===== config.mk =====
export PLATFORM = sky130hd
export DESIGN_NAME = demux_16ch_tdm_flat
export DESIGN_NICKNAME = d
export VERILOG_FILES = /design/src/rtl/demux_16ch_tdm_if.sv /design/src/rtl/demux_16ch_tdm.sv /design/src/flat_wrapper.sv
export SDC_FILE = /design/constraint.sdc
export NUM_CORES = 1
export LEC_CHECK = 0
export BUFFER_PORTS_ARGS = -buffer_cell sky130_fd_sc_hd__buf_4
export CORE_UTILIZATION = 50
export DETAILED_ROUTE_END_ITERATION = 10
export HOLD_SLACK_MARGIN = 0.02
export PLACE_DENSITY = 0.82
export SETUP_SLACK_MARGIN = 0.5
export SLEW_MARGIN = 20
export SYNTH_ARGS = -nofsm -noshare
export SYNTH_HDL_FRONTEND = slang
export SYNTH_SLANG_ARGS = --single-unit
export TNS_END_PERCENT = 30

===== constraint.sdc =====
create_clock -name clk -period 3.35 [get_ports clk]
set_input_delay 0.1675 -clock clk [delete_from_list [all_inputs] [get_ports clk]]
set_output_delay 0.1675 -clock clk [all_outputs]
set_load 0.01 [all_outputs]

===== src/rtl/demux_16ch_tdm_if.sv =====
// demux_16ch_tdm_if: serial-in / parallel-out signal bundle for the TDM demultiplexer
interface demux_16ch_tdm_if;
  logic        en;
  logic        sync;
  logic        din;
  logic [15:0] dout;
  logic [3:0]  sel;
  logic        frame_valid;
  logic        sync_err;
  logic        locked;
  modport master (output en, sync, din, input dout, sel, frame_valid, sync_err, locked);
  modport slave  (input en, sync, din, output dout, sel, frame_valid, sync_err, locked);
endinterface


===== src/rtl/demux_16ch_tdm.sv =====
// demux_16ch_tdm: recovers sync-marked 16-channel TDM frames into registered parallel words
module demux_16ch_tdm #(
  parameter bit RESYNC = 1'b1
) (
  input logic             clk,
  input logic             rst,
  demux_16ch_tdm_if.slave bus
);
  typedef enum logic {HUNT, RUN} state_t;
  state_t      state, state_n;
  logic [3:0]  cnt, cnt_n;
  logic [15:0] shadow, shadow_n, dout, dout_n;
  logic        fv, fv_n, se, se_n;
  logic        run, start, miss, data;
  assign run   = state == RUN;
  assign start = bus.en && bus.sync && (!run || cnt == 4'd0 || RESYNC);
  assign miss  = bus.en && run && !bus.sync && cnt == 4'd0;
  assign data  = bus.en && run && !start && !miss;
  // state register
  always_ff @(posedge clk)
    state <= rst ? HUNT : state_n;
  // next state: lock on any accepted sync, drop lock when channel 0 arrives without one
  always_comb
    state_n = start ? RUN : miss ? HUNT : state;
  // datapath next values: steer the sample into its slot, publish on channel 15
  always_comb begin
    shadow_n = shadow;
    if (start) shadow_n[0] = bus.din;
    else if (data) shadow_n[cnt] = bus.din;
    cnt_n  = start ? 4'd1 : data ? cnt + 4'd1 : cnt;
    fv_n   = data && &cnt;
    dout_n = fv_n ? {bus.din, shadow[14:0]} : dout;
    se_n   = miss || (bus.en && run && bus.sync && cnt != 4'd0);
  end
  // datapath registers
  always_ff @(posedge clk) begin
    cnt    <= rst ? 4'd0 : cnt_n;
    shadow <= rst ? 16'd0 : shadow_n;
    dout   <= rst ? 16'd0 : dout_n;
    fv     <= rst ? 1'b0 : fv_n;
    se     <= rst ? 1'b0 : se_n;
  end
  assign bus.dout        = dout;
  assign bus.sel         = cnt;
  assign bus.frame_valid = fv;
  assign bus.sync_err    = se;
  assign bus.locked      = run;
endmodule


===== src/flat_wrapper.sv =====
// flat-port wrapper written by rule: the top's interface ports become plain ports
module demux_16ch_tdm_flat 
#(
  parameter bit RESYNC = 1'b1
)
  (clk, rst, bus_en, bus_sync, bus_din, bus_dout, bus_sel, bus_frame_valid, bus_sync_err, bus_locked);
  demux_16ch_tdm_if bus_i ();
  input logic clk;
  input logic rst;
  input wire logic [$bits(bus_i.en)-1:0] bus_en;
  input wire logic [$bits(bus_i.sync)-1:0] bus_sync;
  input wire logic [$bits(bus_i.din)-1:0] bus_din;
  output wire logic [$bits(bus_i.dout)-1:0] bus_dout;
  output wire logic [$bits(bus_i.sel)-1:0] bus_sel;
  output wire logic [$bits(bus_i.frame_valid)-1:0] bus_frame_valid;
  output wire logic [$bits(bus_i.sync_err)-1:0] bus_sync_err;
  output wire logic [$bits(bus_i.locked)-1:0] bus_locked;
  assign bus_i.en = bus_en;
  assign bus_i.sync = bus_sync;
  assign bus_i.din = bus_din;
  assign bus_dout = bus_i.dout;
  assign bus_sel = bus_i.sel;
  assign bus_frame_valid = bus_i.frame_valid;
  assign bus_sync_err = bus_i.sync_err;
  assign bus_locked = bus_i.locked;
  demux_16ch_tdm #(.RESYNC(RESYNC)) u_core (.clk(clk), .rst(rst), .bus(bus_i));
endmodule

==> summary.txt <==
Routing
  • Routed Antenna Nets: 0
  • Vias: 1326
  • DR pass1 iterations: 4
  • Post-DR wirelength/cell: 13.4 um
  • Routed WL: 3350 um
  • Drt initial violations: 49
  • Vias/cell: 5.30
  • DRC: 0

Global route
  • Global route overflow: 0
  • GRT met3 Usage: 6.71%
  • Initial antenna violation count: 0
  • M2 GR Usage: 34.2%
  • Wire length of the first global-routing pass: 5570 um
  • Global route hottest layer: met2
  • Routing usage on met1: 26.0%
  • GRT Total Usage: 21.1%
  • Vias in the first global route: 1201
  • Largest net degree at the start of global routing: 40

Flow run
  • Max-cap violations: 0

Die
  • Die Ht: 60.3 um
  • CORE AREA: 0.00313 mm2
  • Num rows: 20
  • I/O pins: 28
  • Initial Util: 54.4%
  • Chip Width: 60.3 um
  • Die area: 0.00364 mm2

Clock tree
  • CTS tree: yes
  • Post-CTS Setup Inserts: 0
  • Post-CTS sizing: 0
  • Post-CTS Hold Buffers: 0
  • Clock Sinks: 38
  • Deepest clock path buffer count: 2
  • Clk_lat worst skew: 0.35 ns
  • H-tree depth: 2
  • TritonCTS Buffers: 5
  • Clock transition at the registers of the reported paths: 0.11 ns
  • Clock root buffer: clkbuf_4

Cells and area
  • Antenna diodes: 0
  • Most frequent cells in the layout: dfxtp_1, buf_4, o21ai_0
  • Nets: 214
  • Design area: 0.00193 mm2
  • Synth-to-Final Area Change: 13.8%
  • Finished Core Util: 61.8%
  • Commonest non-fill, non-tap cell in the layout: dfxtp_1
  • Layout fillers: 268
  • Layout cells sized above 1: 18.0%
  • Register area: 761 um2
  • Multi-input gate area: 848 um2

Worst setup path
  • Slowest cell on the critical path: or2_1
  • Slowest stage delay, CP: 0.56 ns
  • Critical Path, Cell by Cell: nand2_1, or2_1, o21ai_0
  • Worst EP required: 3.62 ns
  • Crit. End Element: register
  • Worst Path Arrival: 2.10 ns
  • CP Class: reg2reg
  • Startpoint Class: register
  • Worst-path maximum fanout: 20

Timing
  • Max transition margin: 63.9%
  • Worst-Margin Slew: 0.541 ns
  • PnR worst setup slack: 1.53 ns
  • Final min period: 1.82 ns
  • Setup_tns: 0 ns
  • Setup Skew: 0.00810 ns
  • Tcrit/Tclk final: 54.5%
  • Setup violators final: 0
  • Slew Viols, Final: 0
  • Final Hold Fails: 0
  • Unrepaired setup endpoints after global routing: false
  • FMAX: 548 MHz

Logic synthesis
  • Syn nets: 195
  • Synth top area cells: dfxtp_1, mux2i_1, o21ai_0
  • Post-Syn Instances: 186
  • Mean Syn Cell Area: 9.14 um2
  • Seq/Total Area, Yosys: 44.7%
  • Mapped Area: 0.00170 mm2
  • Post-synth EDFFs: 0
  • Synth Register Bits: 38
  • Yosys top cell area share: 44.7%
  • Netlist cell types: 29
  • Top_reg_cell synth: dfxtp_1
  • Ys async rst share: 0%
  • Yosys top cell by area: dfxtp_1
  • Synthesis Warnings: 0

Placed design
  • Dpl hpwl: 2220 um
  • Placed Area: 0.00187 mm2
  • Routability Congestion: 0.804
  • Place WS: 1.55 ns
  • IO Port Bufs: 27

Hold path
  • Hold crit path type: in2reg

Pwr
  • Static Leak: 0.718 nW
  • PD cells: 387 mW/mm2
  • Peak supply drop: 0.233 mV
  • Pwr Total: 0.749 mW

Outcome
  • Run status: finished clean
==> Yosys cell counts (2+ instances only) <==
cell type / instances
dfxtp_1: 38
o21ai_0: 24
nand2b_1: 19
nor2b_1: 16
mux2i_1: 15
nor2_1: 13
o21ai_1: 9
clkbuf_1: 7
nand2_1: 7
a21oi_1: 5
buf_2: 4
ha_1: 4
nand4b_1: 3
buf_4: 2
buf_6: 2
inv_1: 2
nand3_1: 2
nor4_1: 2
or3_1: 2
==> final timing paths <==
kind | start | slack, ns | endpoint | cells past startpoint
setup / recovery | u_core.bus.sel[3] | 1.53 | u_core.bus.dout[15] | 3
hold / removal | bus_din | 0.08 | u_core.shadow[0] | 3
setup reg to reg | u_core.bus.sel[3] | 1.53 | u_core.bus.dout[15] | 3
hold reg to reg | u_core.shadow[0] | 0.47 | u_core.shadow[0] | 2
==> per-stage QoR <==
step / hold WS (ns) / std cells
after floorplan: 0.315 / 186
after global placement: 0.444 / 242
after detailed placement: 0.451 / 242
after CTS: 0.0691 / 250
after global routing: 0.0888 / 250
final: 0.0788 / 250
==> cells by family (layout without fill, tap and decap cells) <==
family / count (synthesis) / in the layout / share of synthesized area (%)
flops: 38 / 38 / 44.7
buf+inv: 17 / 37 / 5.37
mux: 15 / 15 / 8.83
xor+xnor: 1 / 1 / 0.515
compound gates: 41 / 41 / 12.7
fa+ha+maj: 4 / 4 / 2.94
simple gates: 70 / 70 / 24.9
==> report_power, final <==
| group | leakage (nW) | total, mW | internal (mW) | switching [mW] |
|---|---|---|---|---|
| clock | 0.0353 | 0.252 | 0.102 | 0.151 |
| combinational | 0.376 | 0.0382 | 0.0160 | 0.0222 |
| sequential | 0.306 | 0.458 | 0.454 | 0.00404 |
==> final cells by class <==
class,instances,area share (%)
Multi-Input combinational cell,131,43.9
Clock inverter,1,0.259
Clock buffer,7,2.85
Tap cell,44,2.85
Timing Repair Buffer,27,10.5
Inverter,2,0.388
Sequential cell,38,39.3
==> sequential cells by signal, summed over array words and instances, names as in the netlist <==
signal                  flops
u_core.bus.frame_valid      1
u_core.shadow              15
u_core.bus.locked           1
u_core.bus.sel              4
u_core.bus.dout            16
u_core.bus.sync_err         1
==> worst max-delay path: cells and delay by family, from the launching register on <==
family / cells / cell delay (ns)
compound gates: 1 / 0.25
flops: 1 / 0.54
simple gates: 2 / 0.96
==> routing by layer <==
layer  vias to the layer above  wire, um
met1                       628      1570
li1                        666         -
met5                         -         0
met3                         5       147
met4                         0        38
met2                        27      1600
Power figures use the tool's default switching activity.
